$ cat config.mk
export PLATFORM = sky130hd
export DESIGN_NAME = serdes_lanes
export DESIGN_NICKNAME = d
export VERILOG_FILES = /design/src/rtl/serdes_lanes.sv
export SDC_FILE = /design/constraint.sdc
export NUM_CORES = 1
export LEC_CHECK = 0
export ABC_AREA = 1
export CORE_MARGIN = 2
export CORE_UTILIZATION = 25
export DETAILED_ROUTE_END_ITERATION = 8
export HOLD_SLACK_MARGIN = 0.05
export MAX_ROUTING_LAYER = met4
export PLACE_DENSITY = 0.45
export SLEW_MARGIN = 0
export SYNTH_ARGS = -nofsm -noshare
export SYNTH_HDL_FRONTEND = slang
export SYNTH_SLANG_ARGS = --single-unit
$ cat constraint.sdc
create_clock -name clk -period 1.9 [get_ports clk]
set_input_delay 0.57 -clock clk [delete_from_list [all_inputs] [get_ports clk]]
set_output_delay 0.57 -clock clk [all_outputs]
set_load 0.05 [all_outputs]
$ cat src/rtl/serdes_lanes.sv
// Multi-lane serializer with an on-chip deserializer: shifts a parallel word out
// across LANES serial lanes, optionally appends per-lane even parity, and reassembles it.
module serdes_lanes #(
  parameter int DATA_W    = 32,
  parameter int LANES     = 1,
  parameter int MSB_FIRST = 1,
  parameter int PARITY_EN = 1
) (
  input  logic              clk,
  input  logic              rst,
  input  logic              Cin,
  input  logic [DATA_W-1:0] Din,
  input  logic              loopback,
  input  logic [LANES-1:0]  ser_i,
  output logic [LANES-1:0]  ser_o,
  output logic              ser_valid,
  output logic              busy,
  output logic [DATA_W-1:0] Dout,
  output logic              Done,
  output logic              Perr
);

  localparam int BPL = DATA_W / LANES;
  localparam int CW  = $clog2(BPL);
  localparam logic [CW-1:0] LAST = CW'(BPL - 1);

  typedef enum logic [1:0] {IDLE, SHIFT, PARITY, DONE} state_t;

  state_t            state_q, state_d;
  logic [DATA_W-1:0] data_q, data_d;
  logic [DATA_W-1:0] cap_q, cap_d, cap_shift;
  logic [DATA_W-1:0] dout_q, dout_d;
  logic [CW-1:0]     cnt_q, cnt_d, bit_idx;
  logic              perr_q, perr_d;
  logic [LANES-1:0]  tx_bit, tx_par, rx_par, rx_src;

  // The same bit index selects the transmitted bit and the capture slot, so
  // received bits land back in their original lane positions.
  assign bit_idx = (MSB_FIRST != 0) ? LAST - cnt_q : cnt_q;
  assign rx_src  = loopback ? ser_o : ser_i;

  generate
    for (genvar gi = 0; gi < LANES; gi++) begin : g_lane
      logic [BPL-1:0] tx_lane, rx_lane;
      assign tx_lane    = data_q[gi*BPL +: BPL];
      assign tx_bit[gi] = tx_lane[bit_idx];
      assign tx_par[gi] = ^tx_lane;
      assign rx_par[gi] = ^cap_q[gi*BPL +: BPL];
      always_comb begin
        rx_lane          = cap_q[gi*BPL +: BPL];
        rx_lane[bit_idx] = rx_src[gi];
      end
      assign cap_shift[gi*BPL +: BPL] = rx_lane;
    end
  endgenerate

  always_comb begin
    ser_o = '0;
    unique case (state_q)
      SHIFT:   ser_o = tx_bit;
      PARITY:  ser_o = tx_par;
      default: ser_o = '0;
    endcase
  end

  assign ser_valid = (state_q == SHIFT) || (state_q == PARITY);
  assign busy      = (state_q != IDLE);
  assign Done      = (state_q == DONE);
  assign Dout      = dout_q;
  assign Perr      = perr_q;

  always_comb begin
    state_d = state_q;
    data_d  = data_q;
    cap_d   = cap_q;
    cnt_d   = cnt_q;
    dout_d  = dout_q;
    perr_d  = perr_q;
    unique case (state_q)
      IDLE: begin
        if (Cin) begin
          data_d  = Din;
          cap_d   = '0;
          cnt_d   = '0;
          state_d = SHIFT;
        end
      end
      SHIFT: begin
        cap_d = cap_shift;
        if (cnt_q == LAST) begin
          cnt_d = '0;
          if (PARITY_EN != 0) begin
            state_d = PARITY;
          end else begin
            dout_d  = cap_shift;
            perr_d  = 1'b0;
            state_d = DONE;
          end
        end else begin
          cnt_d = cnt_q + 1'b1;
        end
      end
      PARITY: begin
        dout_d  = cap_q;
        perr_d  = |(rx_src ^ rx_par);
        state_d = DONE;
      end
      DONE: state_d = IDLE;
      default: state_d = IDLE;
    endcase
  end

  always_ff @(posedge clk) begin
    if (rst) begin
      state_q <= IDLE;
      data_q  <= '0;
      cap_q   <= '0;
      cnt_q   <= '0;
      dout_q  <= '0;
      perr_q  <= 1'b0;
    end else begin
      state_q <= state_d;
      data_q  <= data_d;
      cap_q   <= cap_d;
      cnt_q   <= cnt_d;
      dout_q  <= dout_d;
      perr_q  <= perr_d;
    end
  end

endmodule

==> flow_summary.yaml, run 1 <==
run_status:
  outcome: "finished, violations left"
  failed_checks: "setup timing"
timing:
  clock.fmax_mhz: 395
  period_share_pct: 133
  rsz0062_at_grt: "true"
  slew-limit-headroom_pct: 36.8
  clock_skew_ns: 0.0191
  setup_viol: 34
  fin_crit_ns: 2.53
  drv_slew: 0
  fin_ws_ns: -0.631
  worst_pin_slew_ns: 0.946
  finalSetupTns_ns: -8.31
  final_hold_viol_count: 0
pwr:
  p_comb_share_pct: 57.0
  p_clk_share_pct: 16.6
  internal_power_mw: 6.22
  power_switching_mw: 5.40
  ir_drop_v: 0.000698
  swShare_pct: 46.5
  seq_power_share_pct: 26.4
  p_per_area_nw_per_um2: 1390
  total_power_mw: 11.6
  power.leakage_nw: 3.51
worst_setup_path:
  r2r_cells: 19
  worst_setup_path_end_kind: "primary output"
  arrival_ns: 1.96
  r2r-end: "cap_q[11]"
  reg2reg_from: "data_q[24]"
  cp.required_ns: 1.33
  path_class: "reg -> out"
  critPathLaunchType: "flop"
  worst-path-max-fanout: 4
  r2r_setup_slack_ns: -0.28
cts:
  cts_hold_buf: 0
  clock_sinks: 104
  cts_buffers: 9
  tritoncts: "done"
  cts_buffer_depth: 2
  cts.clk_slew.worst_paths_ns: 0.08
  cts-htree-levels: 3
  worst_skew_pair.late_latency_ns: 0.37
  clockRootBuffer: "clkbuf_16"
final_layout:
  n_antenna_cell: 0
  final_nets: 1067
  fill_cells: 2558
  syn2layout_area_growth_pct: 41.2
  drive_gt1_share_pct: 30.6
place:
  post-dp-hpwl_um: 12100
  io_buffers: 73
  gp_congestion: 0.784
  place_ws_ns: -0.282
logic_synthesis:
  synth.area.top_cells: "dfxtp_1 (35%), nand2_1 (14%), o21ai_0 (8.9%)"
  synth_area_um2: 5930
  synth_nets: 912
  synth_ff_type: "dfxtp_1"
  yosysWarningCount: 0
  synthCells: 865
  yosys.area.top_type_share_pct: 35.1
  ys_seq_area_share_pct: 35.1
  synth_cell_types: 29
  avgSynthCellArea_um2: 6.86
  synth_seq_cells: 104
  yosysMostFrequentCell: "nand2_1"
  async_reset_ff_share_pct: 0
  yosys-top-cells-count: "nand2_1 (224), nor2_1 (130), o21ai_0 (106)"
  synth_edf_count: 0
  synth.largest_area_cell: "dfxtp_1"
floorplanning:
  initial_core_util_pct: 25.3
  die_h_um: 158
  core_area_um2: 23400
  fp-row-count: 56
  die_w_um: 158
  dieArea_um2: 25000
  io_pins: 74
route:
  vias: 5838
  wl_per_cell_um: 13.0
  dr.first_iter.drc_count: 306
  ant_nets: 0
  viasPerCell: 4.34
  routed_wl_um: 17400
  post-route-drc-count: 0
  firstDrtPassIters: 5
flow_run:
  maxCapViolCount: 0
global_route:
  grt_pass1_wl_um: 28700
  grt_pass1_vias: 5698
  gr-total-overflow: 0
  grtUsageTotal_pct: 14.9
  grt_antenna_before_repair: 0
  grt_max_degree: 37
min_path:
  min_from: "cap_q[5]"
  whs_endpoint: "cap_q[5]"
  hold_depth: 2
  hp-class: "reg -> reg"
## routing by layer
metal  vias to the layer above  routed length, um  GRT usage (%)
met4                         0                191           3.30
li1                       3105                  -              -
met3                        10                514           2.22
met5                         -                  0              -
met2                        75               8160           24.9
met1                      2648               8550           19.1
## worst max-delay path by stage
stage,start,end,slack (ns)
final,data_q[24],ser_o,-0.63
after global routing,data_q[16],ser_o,-0.78
after CTS,data_q[24],ser_o,-0.59
after detailed placement,cnt_q[3],ser_o,-0.28
after global placement,cnt_q[3],ser_o,-0.31
after floorplan,data_q[24],ser_o,-0.1
## worst max-delay path, stage by stage, from the launching register on
cell,delay (ns)
dfxtp_4,0.38
nand2_4,0.08
inv_4,0.03
nor2_4,0.09
nand2_1,0.07
nand2_2,0.08
inv_1,0.04
nand2_1,0.06
nand2_2,0.06
nor2_2,0.07
nor2_1,0.05
nand2_1,0.08
nand3_2,0.12
a21boi_4,0.22
buf_12,0.16
## what timing repair did
action	4_1_cts	5_1_grt
pin swaps	7	25
setup buffers	8	4
cloned	3	1
resized for setup	37	58
endpoints found under the setup margin	36	36
## cells in the final DEF, fill, tap and decap left out, types with 9 or more instances in the layout
cell             count
dfxtp_2             17
nand3_2             28
o21ai_1             11
nand2_2             18
nand2_1            205
buf_12              11
clkbuf_16            9
a21oi_2             33
dfxtp_1             79
xnor2_1             28
inv_1               37
nand3_1              9
clkdlybuf4s50_1     35
o21ai_0            105
buf_4              127
a21oi_1             45
nor2_1             127
xor2_1              12
inv_2               14
## power groups by stage
stage          clock (mW)  sequential, mW  combinational, mW
5_1_grt              2.08            3.15               7.35
4_1_cts              1.99            3.03               6.52
3_3_place_gp            0            3.04               6.18
2_1_floorplan           0            3.70               3.28
3_5_place_dp            0            3.03               6.22
6_report             1.92            3.07               6.63
## stage by stage
step                std cells  hold WS [ns]  util (%)  instance area, um^2
finish                   1344         0.505      35.8                 8380
global route             1344         0.528      35.8                 8380
floorplan                 865         0.448         -                 5990
global placement         1315         0.489      32.7                 7660
CTS                      1342         0.508      34.8                 8150
detailed placement       1315         0.489      32.7                 7660
## sequential cells by signal, indices dropped and copies added (netlist names)
signal   flops
cnt_q        5
Perr         1
data_q      32
Dout        32
state_q      2
cap_q       32
## final cells by class
| class | instances | area [um^2] | area share, % |
|---|---|---|---|
| clock inverter | 7 | 80.1 | 0.956 |
| multi-input combinational | 664 | 3680 | 43.9 |
| timing repair buffer | 182 | 1620 | 19.3 |
| sequential | 104 | 2130 | 25.5 |
| tap | 319 | 399 | 4.76 |
| inverter | 59 | 240 | 2.87 |
| clock buffer | 9 | 225 | 2.69 |
## cells by family (layout without fill, tap and decap cells)
logic type,Yosys count,after routing,share of synthesized area (%)
flops,104,104,35.1
fa+ha+maj,10,10,2.11
buf+inv,101,257,7.55
simple gates,410,414,30.3
compound gates,197,197,18.6
xor+xnor,43,43,6.35
Power figures use the tool's default switching activity.
==> run 2: changes to the inputs <==
--- a/config.mk
+++ b/config.mk
@@ -12,7 +12,8 @@
 export HOLD_SLACK_MARGIN = 0.05
 export MAX_ROUTING_LAYER = met4
 export PLACE_DENSITY = 0.45
-export SLEW_MARGIN = 0
+export SETUP_SLACK_MARGIN = 0.1
+export SLEW_MARGIN = 20
 export SYNTH_ARGS = -nofsm -noshare
 export SYNTH_HDL_FRONTEND = slang
 export SYNTH_SLANG_ARGS = --single-unit
==> flow_summary.yaml, run 2 (synthesis gave the netlist of run 1 again) <==
place:
  placedInstanceArea_um2: 7770
  post-dp-hpwl_um: 12500
  gp_congestion: 0.760
  io_buffers: 73
  place_ws_ns: -0.265
  dp_cells: 1319
global_route:
  grt_pass1_vias: 5721
  use_met3_pct: 1.78
  grt_max_degree: 37
  use_met2_pct: 24.2
  grt_pass1_wl_um: 28700
  grt_use_met1_pct: 19.2
  grt_antenna_before_repair: 0
  grt.busiest_layer: "met2"
  gr-total-overflow: 0
  grtUsageTotal_pct: 14.9
worst_setup_path:
  path_class: "reg -> out"
  critPathLaunchType: "flop"
  cp_common_cell: "nand2_2"
  r2r_setup_slack_ns: -0.38
  arrival_ns: 1.94
  worst_setup_path_end_kind: "primary output"
  r2r_cells: 19
  crit_chain: "buf_6 > xnor2_2 > nand2_1 > nand2_2 > nand2_2 > nand2_2 > nor2_2 > nor2_1 > nand2_1 > nand3_4 > a21boi_4 > buf_12"
  cp.required_ns: 1.33
  worst-path-max-fanout: 6
  cpPeakStageDelay_ns: 0.38
  crit_slowest_cell: "dfxtp_4"
floorplanning:
  die_h_um: 158
  die_w_um: 158
  core_area_um2: 23400
  io_pins: 74
  fp-row-count: 56
  initial_core_util_pct: 25.3
  dieArea_um2: 25000
final_layout:
  fin_util_pct: 36.1
  n_antenna_cell: 0
  instances_no_fill: 1348
  drive_gt1_share_pct: 31.4
  final_cell_mix: "nand2_1 (207), buf_4 (129), nor2_1 (126)"
  final_nets: 1071
  final_common_cell: "nand2_1"
  syn2layout_area_growth_pct: 42.4
  stdcell_area_um2: 8450
pwr:
  ir_drop_v: 0.000494
  p_per_area_nw_per_um2: 1410
  total_power_mw: 11.9
  power.leakage_nw: 3.54
min_path:
  hold_depth: 2
  hp-class: "reg -> reg"
cts:
  cts-htree-levels: 3
  worst_skew_pair.late_latency_ns: 0.37
  tritoncts: "done"
  cts_buffer_depth: 2
  cts_hold_buf: 0
  cts.clk_slew.worst_paths_ns: 0.08
  clockRootBuffer: "clkbuf_16"
  cts_buffers: 9
  clock_sinks: 104
timing:
  clock.fmax_mhz: 398
  final_hold_viol_count: 0
  whs_ns: 0.503
  fin_crit_ns: 2.51
  fin_ws_ns: -0.614
  period_share_pct: 132
  worst_pin_slew_ns: 0.401
  drv_slew: 0
  slew-limit-headroom_pct: 73.1
  setup_viol: 34
  rsz0062_at_grt: "true"
  clock_skew_ns: 0.0189
  finalSetupTns_ns: -11.40
run_status:
  outcome: "finished, violations left"
  failed_checks: "setup timing"
route:
  viasPerCell: 4.31
  post-route-drc-count: 0
  ant_nets: 0
  vias: 5811
  dr.first_iter.drc_count: 281
  routed_wl_um: 17500
  firstDrtPassIters: 4
  wl_per_cell_um: 12.9
flow_run:
  maxCapViolCount: 0
-- run 2: cell types whose count changed in the layout (fill, tap and decap cells not counted), sizes merged --
cell / delta
clkinv: -1
nand2: -4
buf: +8
clkinvlp: +1
-- run 2: worst paths after layout --
check | start | to
setup / recovery | data_q[27] | ser_o
hold / removal | cap_q[13] | cap_q[13]
setup reg to reg | data_q[27] | cap_q[7]
hold reg to reg | cap_q[13] | cap_q[13]
-- run 2: power breakdown --
part	switching [mW]	internal (mW)
logic	4.08	2.82
registers	0.394	2.67
clock network	0.981	0.931
total	5.45	6.42
-- run 2: repair_timing --
action,4_1_cts,5_1_grt
gates resized for setup,38,46
cloned,2,0
setup endpoints to repair,36,37
pin swaps,4,22
buffers inserted,4,8
-- run 2: worst max-delay path: cells and delay by family (launching register included) --
family | cells | cell delay [ns]
buf+inv | 2 | 0.28
xor+xnor | 1 | 0.12
simple gates | 8 | 0.60
flops | 1 | 0.38
compound gates | 1 | 0.21
-- run 2: per-layer routing --
layer  vias to the layer above  part of all wire [%]  wire [um]
met5                         -                     0          0
met4                         0                   1.6        279
met3                        14                   2.3        407
met2                        74                    47       8190
met1                      2624                    49       8580
li1                       3099                     -          -
-- run 2: layout make-up --
type | instances | area (um^2)
multi-input cells | 660 | 3580
clock inverters | 7 | 71.3
fillers | 2565 | 15000
inverters | 59 | 240
flip-flops and latches | 104 | 2130
clock buffers | 9 | 225
well taps | 319 | 399
repair buffers | 190 | 1800
==> run 3: changes to the inputs <==
--- a/config.mk
+++ b/config.mk
@@ -9,6 +9,7 @@
 export CORE_MARGIN = 2
 export CORE_UTILIZATION = 25
 export DETAILED_ROUTE_END_ITERATION = 8
+export GPL_TIMING_DRIVEN = 0
 export HOLD_SLACK_MARGIN = 0.05
 export MAX_ROUTING_LAYER = met4
 export PLACE_DENSITY = 0.45
==> flow_summary.yaml, run 3 (synthesis gave the netlist of run 1 again) <==
pwr:
  seq_power_share_pct: 26.1
  p_comb_share_pct: 57.0
  swShare_pct: 48.3
  power.leakage_nw: 3.32
  ir_drop_v: 0.000804
  power_switching_mw: 5.66
  total_power_mw: 11.7
  p_per_area_nw_per_um2: 1430
  internal_power_mw: 6.07
  p_clk_share_pct: 16.9
timing:
  final_hold_viol_count: 0
  clock_skew_ns: 0.0193
  rsz0062_at_grt: "true"
  period_share_pct: 133
  drv_slew: 0
  fin_ws_ns: -0.620
  worst_pin_slew_ns: 0.716
  clock.fmax_mhz: 397
  fin_crit_ns: 2.52
  setup_viol: 36
  slew-limit-headroom_pct: 52.3
  finalSetupTns_ns: -13.00
  whs_ns: 0.478
final_layout:
  drive_gt1_share_pct: 29.9
  syn2layout_area_growth_pct: 38.0
  fill_cells: 2567
  n_antenna_cell: 0
  multi_input_area_um2: 3680
  final_common_cell: "nand2_1"
  final_nets: 1035
  fin_util_pct: 35.0
  instances_no_fill: 1312
  regArea_um2: 2140
  final_cell_mix: "nand2_1 (201), nor2_1 (129), o21ai_0 (97)"
  stdcell_area_um2: 8180
cts:
  clockRootBuffer: "clkbuf_16"
  tritoncts: "done"
  cts-htree-levels: 3
  clock_sinks: 104
  worst_skew_pair.late_latency_ns: 0.37
  cts_buffers: 9
  cts_buffer_depth: 2
  cts.clk_slew.worst_paths_ns: 0.09
  cts_hold_buf: 0
min_path:
  min_from: "data_q[4]"
  hp-class: "reg -> reg"
  whs_endpoint: "data_q[4]"
  hold_depth: 2
global_route:
  grt_max_degree: 22
  gr-total-overflow: 0
  grt_pass1_vias: 5575
  grt_pass1_wl_um: 29400
  grtUsageTotal_pct: 15.5
  grt_antenna_before_repair: 0
route:
  ant_nets: 0
  vias: 5777
  routed_wl_um: 18600
  post-route-drc-count: 0
  wl_per_cell_um: 14.2
  viasPerCell: 4.40
  dr.first_iter.drc_count: 236
  firstDrtPassIters: 4
worst_setup_path:
  cp.required_ns: 1.33
  r2r-end: "cap_q[20]"
  worst-path-max-fanout: 5
  cp_common_cell: "nand2_1"
  path_class: "reg -> out"
  r2r_setup_slack_ns: -0.39
  cpPeakStageDelay_ns: 0.34
  crit_slowest_cell: "dfxtp_2"
  crit_chain: "buf_8 > buf_6 > a21oi_2 > o21ai_1 > nand2_1 > nand3_1 > nand2_1 > nor2_1 > nand2_1 > nand2_2 > a21boi_4 > buf_6"
  crit_buf_inv: 3
  critPathLaunchType: "flop"
  cp_top_family: "simple AND/OR/NAND/NOR gates"
  arrival_ns: 1.95
  reg2reg_from: "cnt_q[0]"
  worst_setup_path_end_kind: "primary output"
  r2r_cells: 19
place:
  io_buffers: 72
  dp_cells: 1256
  place_ws_ns: -1.03
  placedInstanceArea_um2: 7120
  gp_congestion: 0.826
  post-dp-hpwl_um: 13100
run_status:
  outcome: "finished, violations left"
  failed_checks: "setup timing"
floorplanning:
  dieArea_um2: 25000
  fp-row-count: 56
  io_pins: 74
  core_area_um2: 23400
  initial_core_util_pct: 25.3
  die_h_um: 158
  die_w_um: 158
flow_run:
  maxCapViolCount: 0
==> run 3: changes by cell type in the layout (fill, tap and decap cells not counted), moves of 6 or more <==
cell,delta
buf_4,-103
o21ai_0,-8
clkbuf_1,+12
a21oi_1,-6
buf_12,-8
nand2_1,-6
clkdlybuf4s15_2,+10
clkbuf_2,+37
==> run 3: power groups by stage <==
| stage | combinational, mW | clock (mW) | sequential, mW |
|---|---|---|---|
| floorplan | 3.31 | 0 | 3.70 |
| global placement | 5.65 | 0 | 3.01 |
| detailed placement | 5.68 | 0 | 3.01 |
| CTS | 6.26 | 2.04 | 2.98 |
| global route | 7.34 | 2.11 | 3.13 |
| finish | 6.68 | 1.98 | 3.06 |
==> run 3: tightest hold or removal path, cell delays in order, from the launching register on <==
cell and delay, ns:
dfxtp_2 0.34, inv_2 0.05, a21oi_1 0.05
==> run 3: layer usage <==
metal  vias to the layer above  wire length, um  global-route usage, %  share of wire (%)
met5                         -                0                      -                  0
met4                         0              283                   3.86                1.5
met3                        18              620                   2.87                3.3
met2                        88             8500                   24.4                 46
met1                      2652             9180                   20.6                 49
li1                       3019                -                      -                  -
==> run 3: worst max-delay path by stage <==
stage	start	to	slack (ns)	cells past startpoint
2_1_floorplan	data_q[24]	ser_o	-0.1	12
3_3_place_gp	cnt_q[1]	ser_o	-1.02	12
3_5_place_dp	cnt_q[1]	ser_o	-1.03	12
4_1_cts	cnt_q[0]	ser_o	-0.65	11
5_1_grt	data_q[24]	ser_o	-0.70	14
6_report	cnt_q[0]	ser_o	-0.62	12
==> run 3: what timing repair did <==
item / 4_1_cts / 5_1_grt
resized for setup: 159 / 136
setup endpoints to repair: 141 / 106
gates cloned: 3 / 0
pin swaps: 10 / 33
endpoints found under the hold margin: 0 / 0
buffers inserted: 19 / 18
==> run 3: final cells by class <==
class                   count  share of cell area, %
plain buffers              42                   3.76
clock buffers               9                   2.75
clock inverters             7                   1.02
inverters                  59                   3.18
multi-input cells         660                   45.0
flip-flops and latches    104                   26.1
well taps                 319                   4.88
repair buffers            112                   13.3
